## config.mk

```make
export PLATFORM = sky130hd
export DESIGN_NAME = serial_tx_comma
export DESIGN_NICKNAME = d
export VERILOG_FILES = /design/src/rtl/serial_link_pkg.sv /design/src/rtl/ser_shift8.sv /design/src/rtl/serial_tx_comma.sv
export SDC_FILE = /design/constraint.sdc
export NUM_CORES = 1
export LEC_CHECK = 0
export ABC_CLOCK_PERIOD_IN_PS = 2300
export CAP_MARGIN = 10
export CORE_UTILIZATION = 45
export CTS_CLUSTER_DIAMETER = 200
export DETAILED_ROUTE_END_ITERATION = 7
export PLACE_DENSITY_LB_ADDON = 0.25
export SLEW_MARGIN = 20
export SYNTH_ARGS = -nofsm -noshare
export SYNTH_HDL_FRONTEND = slang
export SYNTH_HIERARCHICAL = 1
export SYNTH_SLANG_ARGS = --single-unit
```

## constraint.sdc

```tcl
create_clock -name clk_32f -period 2.3 [get_ports clk_32f]
set_clock_uncertainty 0.15 [all_clocks]
set_input_delay 0.345 -clock clk_32f [delete_from_list [all_inputs] [get_ports clk_32f]]
set_output_delay 0.345 -clock clk_32f [all_outputs]
set_load 0.05 [all_outputs]
```

## src/rtl/serial_link_pkg.sv

```systemverilog
// -----------------------------------------------------------------------------
// serial_link_pkg
// Shared definitions for the clk_32f serial byte link (transmitter, receiver
// and their benches).
//   WORD_W      : width of one link word in bits
//   COMMA_WORD  : 8'hBC comma used for sync preamble and idle fill
//   tx_state_t  : transmitter state (SYNC preamble, ACTIVE data)
// -----------------------------------------------------------------------------
package serial_link_pkg;

   localparam int WORD_W = 8;
   localparam logic [WORD_W-1:0] COMMA_WORD = 8'hBC;

   typedef enum logic [0:0] {
      SYNC   = 1'b0,
      ACTIVE = 1'b1
   } tx_state_t;

endpackage

```

## src/rtl/ser_shift8.sv

```systemverilog
// -----------------------------------------------------------------------------
// ser_shift8
// 8-bit load/shift register with a free-running 0..7 bit counter. On the edge
// where the counter reads 7 (a boundary edge) the register loads word_i and the
// counter returns to 0; on every other edge the register shifts left, MSB first.
// Ports:
//   clk_i      : bit clock
//   rst_ni     : asynchronous active-low clear (register 0, counter 7)
//   word_i     : word to load at the next boundary edge
//   bit_o      : serial output, straight from the register MSB
//   boundary_o : high while the counter reads 7 (next edge loads word_i)
// -----------------------------------------------------------------------------
module ser_shift8
   import serial_link_pkg::*;
(
   input  logic              clk_i,
   input  logic              rst_ni,
   input  logic [WORD_W-1:0] word_i,
   output logic              bit_o,
   output logic              boundary_o
);

   logic [WORD_W-1:0] shreg_q, shreg_d;
   logic [2:0]        bit_cnt_q, bit_cnt_d;

   assign boundary_o = (bit_cnt_q == 3'd7);
   assign bit_o      = shreg_q[WORD_W-1];

   // Load at a boundary, otherwise shift left with zero fill.
   always_comb begin
      shreg_d   = {shreg_q[WORD_W-2:0], 1'b0};
      bit_cnt_d = bit_cnt_q + 3'd1;
      if (boundary_o) begin
         shreg_d   = word_i;
         bit_cnt_d = 3'd0;
      end
   end

   // Counter clears to 7 so the first edge after reset is a boundary.
   always_ff @(posedge clk_i or negedge rst_ni) begin
      if (!rst_ni) begin
         shreg_q   <= '0;
         bit_cnt_q <= 3'd7;
      end else begin
         shreg_q   <= shreg_d;
         bit_cnt_q <= bit_cnt_d;
      end
   end

endmodule

```

## src/rtl/serial_tx_comma.sv

```systemverilog
// -----------------------------------------------------------------------------
// serial_tx_comma
// Transmit side of the clk_32f serial byte link. After reset it sends
// SYNC_WORDS 0xBC commas, then serialises user bytes MSB first, one bit per
// clock, filling idle word slots with 0xBC.
// Ports:
//   clk_32f        : bit clock, all flops on its rising edge
//   default_values : asynchronous active-low reset
//   data_in        : byte to transmit
//   valid_in       : data_in is valid (held by upstream until accepted)
//   ready_out      : word boundary; byte accepted at this edge when valid_in=1
//   data_out       : serial bit stream, MSB first (registered)
//   active         : high once the sync preamble is complete
// Parameters:
//   SYNC_WORDS     : commas sent after reset, 1..15
//   COMMA_PERIOD   : words between forced commas (PERIODIC_COMMA_EN only)
// Build option:
//   PERIODIC_COMMA_EN : when defined, every COMMA_PERIOD-th ACTIVE word slot is
//                       forced to a comma and refuses data.
// -----------------------------------------------------------------------------
module serial_tx_comma
   import serial_link_pkg::*;
#(
   parameter int SYNC_WORDS   = 4,
   parameter int COMMA_PERIOD = 16
) (
   input  logic              clk_32f,
   input  logic              default_values,
   input  logic [WORD_W-1:0] data_in,
   input  logic              valid_in,
   output logic              ready_out,
   output logic              data_out,
   output logic              active
);

   // Reject parameter values the counters cannot represent.
   if (SYNC_WORDS < 1 || SYNC_WORDS > 15) begin : g_bad_sync
      $error("serial_tx_comma: SYNC_WORDS must be 1..15");
   end
   if (COMMA_PERIOD < 2) begin : g_bad_period
      $error("serial_tx_comma: COMMA_PERIOD must be at least 2");
   end

   tx_state_t         state_q, state_d;
   logic [3:0]        sync_cnt_q, sync_cnt_d;
   logic              boundary;
   logic              force_comma;
   logic [WORD_W-1:0] next_word;

`ifdef PERIODIC_COMMA_EN
   localparam int WCW = (COMMA_PERIOD > 2) ? $clog2(COMMA_PERIOD) : 1;
   localparam logic [WCW-1:0] LAST_SLOT = WCW'(COMMA_PERIOD - 1);

   logic [WCW-1:0] word_cnt_q, word_cnt_d;

   // Word counter is held at 0 throughout SYNC, so it starts from 0 at the
   // first ACTIVE boundary and wraps after the forced-comma slot.
   always_comb begin
      word_cnt_d = word_cnt_q;
      if (state_q == SYNC) begin
         word_cnt_d = '0;
      end else if (boundary) begin
         word_cnt_d = (word_cnt_q == LAST_SLOT) ? '0 : word_cnt_q + WCW'(1);
      end
   end

   always_ff @(posedge clk_32f or negedge default_values) begin
      if (!default_values) begin
         word_cnt_q <= '0;
      end else begin
         word_cnt_q <= word_cnt_d;
      end
   end

   assign force_comma = (state_q == ACTIVE) && (word_cnt_q == LAST_SLOT);
`else
   assign force_comma = 1'b0;
`endif

   assign ready_out = (state_q == ACTIVE) && boundary && !force_comma;
   assign active    = (state_q == ACTIVE);

   // Anything other than an accepted byte is a comma (preamble, idle, forced).
   assign next_word = (ready_out && valid_in) ? data_in : COMMA_WORD;

   // Preamble counter: ACTIVE is entered on the boundary that loads the last
   // preamble comma, so active rises as that comma starts shifting out.
   always_comb begin
      state_d    = state_q;
      sync_cnt_d = sync_cnt_q;
      if (state_q == SYNC && boundary) begin
         sync_cnt_d = sync_cnt_q + 4'd1;
         if (sync_cnt_d == 4'(SYNC_WORDS)) begin
            state_d = ACTIVE;
         end
      end
   end

   always_ff @(posedge clk_32f or negedge default_values) begin
      if (!default_values) begin
         state_q    <= SYNC;
         sync_cnt_q <= 4'd0;
      end else begin
         state_q    <= state_d;
         sync_cnt_q <= sync_cnt_d;
      end
   end

   ser_shift8 u_shift (
      .clk_i      (clk_32f),
      .rst_ni     (default_values),
      .word_i     (next_word),
      .bit_o      (data_out),
      .boundary_o (boundary)
   );

endmodule
```

==> impl_metrics.yaml <==
setup_path:
  crit_family: "buffers and inverters"
  worstPathArrival_ns: 1.55
  start_kind: "flop"
  slowest_delay_ns: 0.83
  path_class: "flop to primary output"
  path_buf_inv: 1
  cp_cell_sequence: "clkdlybuf4s50_1"
  cp_max_fo: 6
  critPathSlowestCell: "clkdlybuf4s50_1"
  crit_path_end_kind: "primary output"
  required_ns: 1.80
power_and_ir_drop:
  p_leak_nw: 0.417
  max-vdd-ir-drop_uv: 362
  power.total_mw: 0.503
  power_density_nw_per_um2: 540
finish:
  antenna_cells: 0
  final_cell_mix: "dfrtp_1, clkdlybuf4s50_1, mux2_4"
  final_common_cell: "dfrtp_1"
  drive_above_1_share: 0.254
  seqCellArea_um2: 404
  multi_input_area_um2: 324
  fillers: 130
  syn_to_final_growth_pct: 26.1
  final_nets: 87
  final_cell_count_no_fill: 87
synth:
  synth_nets: 69
  seq_area_frac_synth: 0.547
  synthDistinctLibCells: 16
  avgSynthCellArea_um2: 13.7
  syn_inst: 54
  synth_warnings: 6
  synth_seq_cells: 16
  synthesis.area_um2: 739
timing:
  hold_viol: 0
  slew-limit-headroom: 0.557
  tns_ns: 0
  layout_min_cycle_time_ns: 2.04
  worst_hold_slack_ns: 0.307
  max_freq_mhz: 490
  timing.final.max_slew_violations: 0
  fin_crit_sh: 0.888
  tightest_slew_ns: 0.662
  rsz0062_at_grt: "no"
  setup_viol: 0
cts:
  cts_tree: "built"
  clockBufferDepth: 2
  clock_latency_ns: 0.28
  clock_sinks: 16
  clkTransAtPathRegs_ns: 0.09
  cts_resized: 0
  numCtsBuffers: 3
  htree_levels: 1
  cts-hold-fix-buffers: 0
  clockRootBuffer: "clkbuf_4"
  post_cts_buffers: 0
route:
  dr_total_vias: 426
  wl_per_cell_um: 12.4
  first_pass_iters: 3
  drc: 0
  routed_wl_um: 1080
  drtIter0Drc: 2
  ant_nets: 0
  viasPerCell: 4.90
place:
  dpl.hpwl_um: 789
  gp_congestion: 0.726
  dp.cells: 83
  io_buffers: 13
die:
  die_area_um2: 1810
  die-height_um: 42.5
  die_x_um: 42.5
  io_pins: 14
  coreArea_um2: 1520
  rows: 14
  start_util: 0.485
global_routing:
  grt-busiest-layer: "met2"
  use_met3: 0.0819
  use_met2: 0.225
  grt_use_met1: 0.173
  grt_start_max_net_pins: 17
  grt_use_total: 0.145
  antenna_found_initial: 0
  grt_pass1_vias: 437
  grt-ovfl-total: 0
  grt_pass1_wl_um: 1870
min_path:
  hp-class: "input port to asynchronous set/reset pin"
flow_run:
  drv_cap: 0
status:
  status: "completed"
[cell usage after synthesis (all sizes together)]
cell    count  area, um2
ha          4       50.1
dfrtp      13        325
a41o        1       10.0
mux2        7        105
dfstp       3       78.8
nor2        2       7.51
nand2b      6       37.5
nor2b       1       6.26
xnor2       2       17.5
nand2       4       15.0
xor2        3       26.3
and3        1       6.26
nand3       1       10.0
and2        5       32.5
buf         1       11.3
[final cells by class]
type                            count  area share
Tap cell                           16      0.0215
Timing Repair Buffer               14       0.158
Clock buffer                        4      0.0389
Multi-Input combinational cell     37       0.348
Sequential cell                    16       0.434
[kinds of logic after synthesis]
kind of cell / count (synthesis) / share of synthesized area
and+or+nand+nor: 20 / 0.156
DFF: 16 / 0.547
muxes: 7 / 0.142
xor gates and xnor gates: 5 / 0.0592
adders and majority gates: 4 / 0.0677
AOI/OAI and AO/OA: 1 / 0.0135
buffers and inverters: 1 / 0.0152
[final timing paths]
| kind | start | to | slack, ns | cells after the start |
|---|---|---|---|---|
| min reg2reg | u_shift/shreg_q[1]$_DFF_PN0_ | u_shift/shreg_q[2]$_DFF_PN0_ | 0.32 | 1 |
| max | active$_DFFE_PN0P_ | active | 0.26 | 1 |
| max reg2reg | u_shift/bit_cnt_q[0]$_DFF_PN1_ | u_shift/shreg_q[7]$_DFF_PN0_ | 0.45 | 5 |
| min in group clk_32f | u_shift/shreg_q[1]$_DFF_PN0_ | u_shift/shreg_q[2]$_DFF_PN0_ | 0.32 | 1 |
| max in group asynchronous | default_values | u_shift/shreg_q[1]$_DFF_PN0_ | 1.26 | 1 |
| min | default_values | sync_cnt_q[0]$_DFFE_PN0P_ | 0.31 | 1 |
[registers in the layout, indices dropped and copies added, names as in the netlist]
register / cells
u_shift/shreg_q: 8
sync_cnt_q: 4
u_shift/bit_cnt_q: 3
active: 1
[metal layers]
metal  vias up  share of wire
li1        213              -
met1       198           0.48
met2        13           0.45
met3         2          0.062
met4         0         0.0056
met5         -              0
[power by group]
group	internal, mW	total (mW)	switching [mW]
logic	0.0239	0.0350	0.0111
registers	0.287	0.289	0.00201
clock network	0.0964	0.179	0.0821
total	0.408	0.503	0.0952
[metrics by stage]
step                      instance area, um2  utilization  setup slack, ns
after detailed placement                 896        0.588            0.427
after CTS                                932        0.612            0.244
after global placement                   896        0.588            0.522
after global routing                     932        0.612            0.187
after floorplan                          739            -            0.498
final                                    932        0.612            0.258
(Power assumes the default switching activity.)
